`config.mk`:
```
export PLATFORM = sky130hd
export DESIGN_NAME = audio_controller
export DESIGN_NICKNAME = d
export VERILOG_FILES = /design/src/rtl/audio_ctrl_pkg.sv /design/src/rtl/sample_hold_timer.sv /design/src/rtl/audio_controller.sv
export SDC_FILE = /design/constraint.sdc
export NUM_CORES = 1
export LEC_CHECK = 0
export CORE_UTILIZATION = 48
export CTS_CLUSTER_SIZE = 24
export DETAILED_ROUTE_END_ITERATION = 16
export HOLD_SLACK_MARGIN = 0.02
export PLACE_DENSITY = 0.88
export SETUP_SLACK_MARGIN = 0.2
export SLEW_MARGIN = 40
export SYNTH_ARGS = -nofsm -noshare
export SYNTH_HDL_FRONTEND = slang
export SYNTH_SLANG_ARGS = --single-unit
```
`constraint.sdc`:
```
create_clock -name clk -period 5.95 [get_ports clk]
set_clock_uncertainty 0.05 [all_clocks]
set_input_delay 0.8925 -clock clk [delete_from_list [all_inputs] [get_ports clk]]
set_output_delay 0.8925 -clock clk [all_outputs]
set_load 0.03 [all_outputs]
```
`src/rtl/audio_ctrl_pkg.sv`:
```
// rtl/audio_ctrl_pkg.sv - shared types and constants for the flash audio player
package audio_ctrl_pkg;

    localparam int ADDR_W = 23;
    localparam int HOLD_W = 16;

    localparam logic [5:0] FLASH_BURSTCOUNT  = 6'd1;
    localparam logic [3:0] FLASH_BYTEENABLE  = 4'hF;

    typedef enum logic [2:0] {
        IDLE      = 3'd0,
        READ_REQ  = 3'd1,
        WAIT_DATA = 3'd2,
        PLAY_A    = 3'd3,
        PLAY_B    = 3'd4,
        NEXT_ADDR = 3'd5
    } state_t;

endpackage

```
`src/rtl/sample_hold_timer.sv`:
```
// rtl/sample_hold_timer.sv - counts the clock cycles one audio sample is held
module sample_hold_timer
    import audio_ctrl_pkg::*;
#(
    parameter int unsigned CYCLES = 4
) (
    input  logic clk,
    input  logic rst,
    input  logic clear,
    output logic done
);

    localparam logic [HOLD_W-1:0] TERMINAL = HOLD_W'(CYCLES - 1);

    logic [HOLD_W-1:0] count;

    assign done = (count == TERMINAL);

    always_ff @(posedge clk) begin
        if (rst) begin
            count <= '0;
        end else if (clear || done) begin
            count <= '0;
        end else begin
            count <= count + HOLD_W'(1);
        end
    end

endmodule

```
`src/rtl/audio_controller.sv`:
```
// rtl/audio_controller.sv - streams 8-bit samples from flash words to audio_output
module audio_controller
    import audio_ctrl_pkg::*;
#(
    parameter int unsigned        SAMPLE_CYCLES = 4,
    parameter logic [ADDR_W-1:0]  MAX_ADDR      = 23'h7FFFF
) (
    input  logic              clk,
    input  logic              rst,
    output logic              flash_mem_read,
    output logic              flash_mem_write,
    output logic [ADDR_W-1:0] flash_mem_address,
    output logic [3:0]        flash_mem_byteenable,
    output logic [31:0]       flash_mem_writedata,
    output logic [5:0]        flash_mem_burstcount,
    input  logic              flash_mem_waitrequest,
    input  logic [31:0]       flash_mem_readdata,
    input  logic              flash_mem_readdatavalid,
    output logic [7:0]        audio_output
);

    state_t            state;
    state_t            state_next;
    logic [ADDR_W-1:0] address;
    logic [7:0]        sample_b;
    logic              load_a;
    logic              load_b;
    logic              hold_clear;
    logic              hold_done;
    logic              unused_readdata;

    assign flash_mem_write      = 1'b0;
    assign flash_mem_byteenable = FLASH_BYTEENABLE;
    assign flash_mem_writedata  = 32'd0;
    assign flash_mem_burstcount = FLASH_BURSTCOUNT;
    assign flash_mem_address    = address;
    assign unused_readdata      = ^flash_mem_readdata[31:16];

    always_ff @(posedge clk) begin
        if (rst) begin
            state <= IDLE;
        end else begin
            state <= state_next;
        end
    end

    // Read data is only honoured in WAIT_DATA, so stray or late valids cannot disturb playback.
    always_comb begin
        state_next     = state;
        flash_mem_read = 1'b0;
        load_a         = 1'b0;
        load_b         = 1'b0;
        case (state)
            IDLE: begin
                state_next = READ_REQ;
            end
            READ_REQ: begin
                flash_mem_read = 1'b1;
                if (!flash_mem_waitrequest) begin
                    state_next = WAIT_DATA;
                end
            end
            WAIT_DATA: begin
                if (flash_mem_readdatavalid) begin
                    load_a     = 1'b1;
                    state_next = PLAY_A;
                end
            end
            PLAY_A: begin
                if (hold_done) begin
                    load_b     = 1'b1;
                    state_next = PLAY_B;
                end
            end
            PLAY_B: begin
                if (hold_done) begin
                    state_next = NEXT_ADDR;
                end
            end
            NEXT_ADDR: begin
                state_next = READ_REQ;
            end
            default: begin
                state_next = IDLE;
            end
        endcase
    end

    assign hold_clear = load_a || load_b || !((state == PLAY_A) || (state == PLAY_B));

    sample_hold_timer #(
        .CYCLES (SAMPLE_CYCLES)
    ) u_hold_timer (
        .clk   (clk),
        .rst   (rst),
        .clear (hold_clear),
        .done  (hold_done)
    );

    always_ff @(posedge clk) begin
        if (rst) begin
            address      <= '0;
            audio_output <= 8'h00;
            sample_b     <= 8'h00;
        end else begin
            if (load_a) begin
                audio_output <= flash_mem_readdata[7:0];
                sample_b     <= flash_mem_readdata[15:8];
            end else if (load_b) begin
                audio_output <= sample_b;
            end
            if (state == NEXT_ADDR) begin
                address <= (address == MAX_ADDR) ? '0 : address + ADDR_W'(1);
            end
        end
    end

endmodule

```
==> results by group, run 1 <==
Run status
  – Status: finished, final reports clean

Pwr
  – Leakage Power: 1.23 nW
  – Pwr/cell area: 237 mW/mm²
  – VDD IR max: 0.152 mV

Synth
  – Synth Area in Compound Gates: 12.7%
  – EDFF count, synth: 0
  – Post-Syn Instances: 363
  – Post-Synth XOR/XNOR Area: 6.40%
  – Synthesis Warnings: 0
  – Netlist cell types: 43
  – Top_reg_cell synth: dfxtp_1
  – Ys async rst share: 0%
  – Sequential element share of the synthesized area: 38.6%
  – Syn Std Cell Area: 0.00301 mm²
  – Adder-cell share of the synthesized area: 0.831%
  – Mux contribution to synthesized area: 0.333%
  – Syn_area_per_cell: 8.29 µm²
  – Combinational family with the most area after synthesis: simple AND/OR/NAND/NOR gates
  – Post-Synth Simple-Gate Area: 26.1%
  – Register bit total from synthesis: 58

Final layout
  – # diodes: 0
  – Layout cell share with drive strength beyond 1: 5.13%
  – Most frequent cells in the layout: 58 x dfxtp_1, 51 x clkdlybuf4s50_1, 43 x conb_1
  – Nets: 442
  – Area Growth Syn to Fin: 18.3%
  – Leading cell type in the layout, fill and taps excluded: dfxtp_1

Global routing
  – Largest net degree at the start of global routing: 31
  – Total GRT Usage: 20.8%
  – GRT Residual Overflow: 0
  – Vias in the first global route: 2,348
  – Initial antenna violation count: 0
  – Global-route wire length before repair: 10.4 mm

Routing
  – DRC: 0
  – Final wirelength: 6.45 mm
  – Iteration-0 DRC Markers: 145
  – Post-route ant nets: 0
  – Routed length per instance: 13.3 µm
  – DR vias/cell: 5.43
  – DR pass1 iterations: 4
  – Via Count: 2,629

Timing
  – Final period util: 49.2%
  – Final Max Slew Viols: 0
  – Hold Fails Final Rpt: 0
  – Final setup viols: 0
  – Final TNS setup: 0 ns
  – Hold Slack: 0.409 ns
  – Fmax: 341 MHz
  – Slew headroom: 59.0%
  – Pin slew with the least headroom to its limit: 0.613 ns
  – RSZ-0062 raised after global routing: no
  – Final min period: 2.93 ns

Hold path
  – Hold_sp: sample_b[5]
  – Worst Hold Depth: 2
  – Hold Crit Endpoint: sample_b[5]
  – Hold Crit Class: reg -> reg

Clock tree
  – Post-CTS sizing: 0
  – Deepest clock path buffer count: 2
  – Clk_lat worst skew: 0.33 ns
  – Post-CTS Setup Bufs: 0
  – CTS tree: built
  – Sinks on Clock Net: 58
  – CTS buffer count: 9
  – Root Buffer: clkbuf_8
  – H-tree depth: 3
  – Clock transition at path regs: 0.06 ns
  – Hold Buf Count CTS: 0

Worst setup path
  – CP Max Fanout: 10
  – Reg2reg setup slack: 3.67 ns
  – Worst r2r dst: u_hold_timer.count[8]
  – Worst R2R Start: u_hold_timer.count[0]
  – CP Capture Type: output pin
  – Worst Path Required: 5.01 ns
  – Reg2reg path depth: 5
  – Crit Path Category: reg -> out
  – Worst EP arrival: 1.99 ns
  – CP Launch Type: register

Die
  – Core ar.: 0.00599 mm²
  – DIE WIDTH: 81.2 µm
  – Die area: 0.00659 mm²
  – Initial Utilization: 50.3%
  – Number of primary I/O pins: 111
  – Site Rows: 28
  – Die height: 81.2 µm

Placement
  – Post-DP HPWL: 4.38 mm
  – Port Buffers: 51
  – Global placement routability congestion: 0.802

Flow run
  – MaxCap Viol Count: 0
## stage by stage
| step | area, µm² | cells | power (mW) | worst slack, ns | utilization (%) |
|---|---|---|---|---|---|
| after floorplan | 3160 | 404 | 0.487 | 3.67 | - |
| after global placement | 3360 | 467 | 0.486 | 3.23 | 56.0 |
| after detailed placement | 3360 | 467 | 0.487 | 3.17 | 56.0 |
| after CTS | 3550 | 483 | 0.849 | 3.05 | 59.3 |
| after global routing | 3560 | 484 | 0.876 | 2.92 | 59.5 |
| final | 3560 | 484 | 0.843 | 3.02 | 59.5 |
## area by class of cell
class / count / area, µm²
clock buffers: 14 / 163
clock inverters: 2 / 35.0
fillers: 505 / 2430
inverters: 7 / 26.3
multi-input cells: 275 / 1560
flip-flops and latches: 58 / 1160
well taps: 75 / 93.8
repair buffers: 53 / 526
## report_power, final
part	internal, mW	switching [mW]
combinational	0.0218	0.0583
clock	0.216	0.147
sequential	0.393	0.00618
## worst max-delay path: stages, from the launching register on
cell             delay [ns]
dfxtp_1                0.52
inv_1                  0.14
nor3_1                 0.27
clkdlybuf4s50_1        0.73
## logic make-up after synthesis
group	Yosys count
AOI/OAI and AO/OA	63
muxes	1
xor gates and xnor gates	22
and+or+nand+nor	144
buffers and inverters	71
other	2
adders and majority gates	2
DFF	58
## cells in the mapped netlist, types with 6 or more instances
library cell | n | area share [%]
o31ai_1 | 8 | 2.0
and4_1 | 6 | 1.7
inv_1 | 7 | 0.87
xor2_1 | 12 | 3.5
nor2_1 | 35 | 4.4
xnor2_1 | 10 | 2.9
a21oi_1 | 25 | 4.2
clkbuf_1 | 15 | 1.9
or4_1 | 7 | 1.7
o21ai_0 | 16 | 2.7
nand2_1 | 30 | 3.7
nor3_1 | 6 | 1.0
nand3_1 | 10 | 1.7
buf_4 | 45 | 11
a311oi_1 | 10 | 2.9
dfxtp_1 | 58 | 39
or3_1 | 6 | 1.2
nand4_1 | 20 | 4.2
## how the worst max path moves through the flow
stage | start | slack [ns] | endpoint
after global placement | flash_mem_readdatavalid | 3.23 | audio_output[6]
after CTS | state[0] | 3.05 | flash_mem_read
after floorplan | state[1] | 3.67 | flash_mem_read
after detailed placement | flash_mem_readdatavalid | 3.17 | audio_output[6]
after global routing | state[0] | 2.92 | flash_mem_read
final | state[0] | 3.02 | flash_mem_read
## per-layer routing
metal / track usage, % / share of wire (%)
met3: 6.18 / 4.3
met4: 9.64 / 2.4
met5: 0 / 0
met1: 23.9 / 42
met2: 35.4 / 51
## flip-flops by register name, summed over array words and instances, names as in the netlist
register and flops:
state 3, flash_mem_address 23, sample_b 8, audio_output 8
u_hold_timer.count 16
(Power assumes the default switching activity.)
==> run 2, diff against run 1 <==
Settings changed: CORE_UTILIZATION 48 to 45, PLACE_DENSITY 0.88 to 0.83.
Clock period 5.95 ns to 3.05 ns, I/O delays scaled along.
==> run 2 against run 1 <==
- non-clock buffer count rose by 1
- sequential share of layout area decreased by 0.24 points
- die area up 6.5%
- combinational power grew 96%
- register-to-register slack got worse by 2.8 ns
- routed wire length increased by 0.67%
- critical path type unchanged
==> results by group, run 2 (synthesized netlist as in run 1, its figures left out) <==
Worst setup path
  – CP Max Fanout: 10
  – Worst EP arrival: 1.91 ns
  – Crit Path Category: reg -> out
  – Reg2reg path depth: 4
  – CP Capture Type: output pin
  – CP Launch Type: register
  – Worst Path Required: 2.54 ns

Final layout
  – Layout cell share with drive strength beyond 1: 6.10%
  – Leading cell type in the layout, fill and taps excluded: dfxtp_1
  – # diodes: 0
  – Nets: 443
  – Cell area after layout: 0.00359 mm²
  – Most frequent cells in the layout: 58 x dfxtp_1, 51 x clkdlybuf4s50_1, 43 x conb_1
  – Area Growth Syn to Fin: 19.2%
  – Max reg flops: 23

Pwr
  – PnR Total Power: 1.69 mW
  – VDD IR max: 0.366 mV
  – Leakage Power: 1.25 nW
  – Pwr/cell area: 470 mW/mm²

Routing
  – Routed length per instance: 13.3 µm
  – DR vias/cell: 5.38
  – DRC: 0
  – Via Count: 2,621
  – Final wirelength: 6.50 mm
  – Post-route ant nets: 0
  – Iteration-0 DRC Markers: 131
  – DR pass1 iterations: 4

Clock tree
  – Clk_lat worst skew: 0.34 ns
  – Sinks on Clock Net: 58
  – Post-CTS sizing: 0
  – Root Buffer: clkbuf_8
  – Post-CTS Setup Bufs: 0
  – CTS tree: built
  – Hold Buf Count CTS: 0
  – Clock transition at path regs: 0.07 ns
  – H-tree depth: 3
  – Deepest clock path buffer count: 2
  – CTS buffer count: 9

Timing
  – Slew headroom: 52.1%
  – Hold Slack: 0.410 ns
  – Final setup viols: 0
  – Final Max Slew Viols: 0
  – Hold Fails Final Rpt: 0
  – Final period util: 79.3%
  – Fmax: 414 MHz
  – Final setup margin: 0.632 ns
  – RSZ-0062 raised after global routing: no
  – Final min period: 2.42 ns
  – Pin slew with the least headroom to its limit: 0.717 ns
  – Final TNS setup: 0 ns

Global routing
  – Total GRT Usage: 19.3%
  – Vias in the first global route: 2,422
  – Initial antenna violation count: 0
  – Largest net degree at the start of global routing: 25
  – GRT Residual Overflow: 0
  – Global-route wire length before repair: 11.0 mm

Die
  – Die height: 83.8 µm
  – Core ar.: 0.00639 mm²
  – DIE WIDTH: 83.8 µm
  – Die area: 0.00702 mm²
  – Number of primary I/O pins: 111
  – Initial Utilization: 47.1%
  – Site Rows: 29

Hold path
  – Hold Crit Class: reg -> reg
  – Worst Hold Depth: 2

Run status
  – Status: finished, final reports clean

Placement
  – Global placement routability congestion: 0.815
  – Post-DP HPWL: 4.39 mm
  – Placed standard-cell area: 0.00337 mm²
  – Dpl ws: 0.889 ns
  – Port Buffers: 51

Flow run
  – MaxCap Viol Count: 0
-- run 2: cell types whose count changed in the layout (fill, tap and decap cells not counted) --
cell | previous run | this run
buf_4 | 2 | 3
clkinv_2 | 1 | 2
clkbuf_1 | 3 | 0
clkinv_4 | 0 | 1
clkbuf_8 | 11 | 12
-- run 2: metrics by stage --
step,utilization [%],std cells
final,56.2,487
after CTS,56.2,487
after global placement,52.8,471
after global routing,56.2,487
after floorplan,-,404
after detailed placement,52.8,471
-- run 2: worst paths after layout --
check                                 start                     to  slack, ns
worst min-delay path            sample_b[3]            sample_b[3]       0.41
worst min register to register  sample_b[3]            sample_b[3]       0.41
worst max register to register     state[1]  flash_mem_address[22]       0.88
worst max-delay path               state[0]         flash_mem_read       0.63
-- run 2: final cells by class --
type	count	area, µm²
Tap cell	77	96.3
Timing Repair Buffer	54	533
Multi-Input combinational cell	275	1560
Clock inverter	4	48.8
Clock buffer	12	165
Inverter	7	26.3
Sequential cell	58	1160
Fill cell	591	2800
-- run 2: critical path: stages (launching register included) --
cell and delay [ns]:
dfxtp_1 0.52, inv_1 0.14, nor3_1 0.21, clkdlybuf4s50_1 0.71
-- run 2: per-layer routing --
metal | global-route usage, % | vias up | wire length (µm)
met5 | 0 | - | 0
met4 | 10.2 | 0 | 173
met3 | 4.55 | 19 | 303
met2 | 30.5 | 88 | 3140
met1 | 24.4 | 1227 | 2870
li1 | - | 1287 | -
-- run 2: power breakdown --
group          total (mW)  internal, mW  switching, mW
Clock               0.749         0.442          0.307
Sequential          0.779         0.767         0.0124
Combinational       0.157        0.0425          0.115
Total                1.69          1.25          0.434
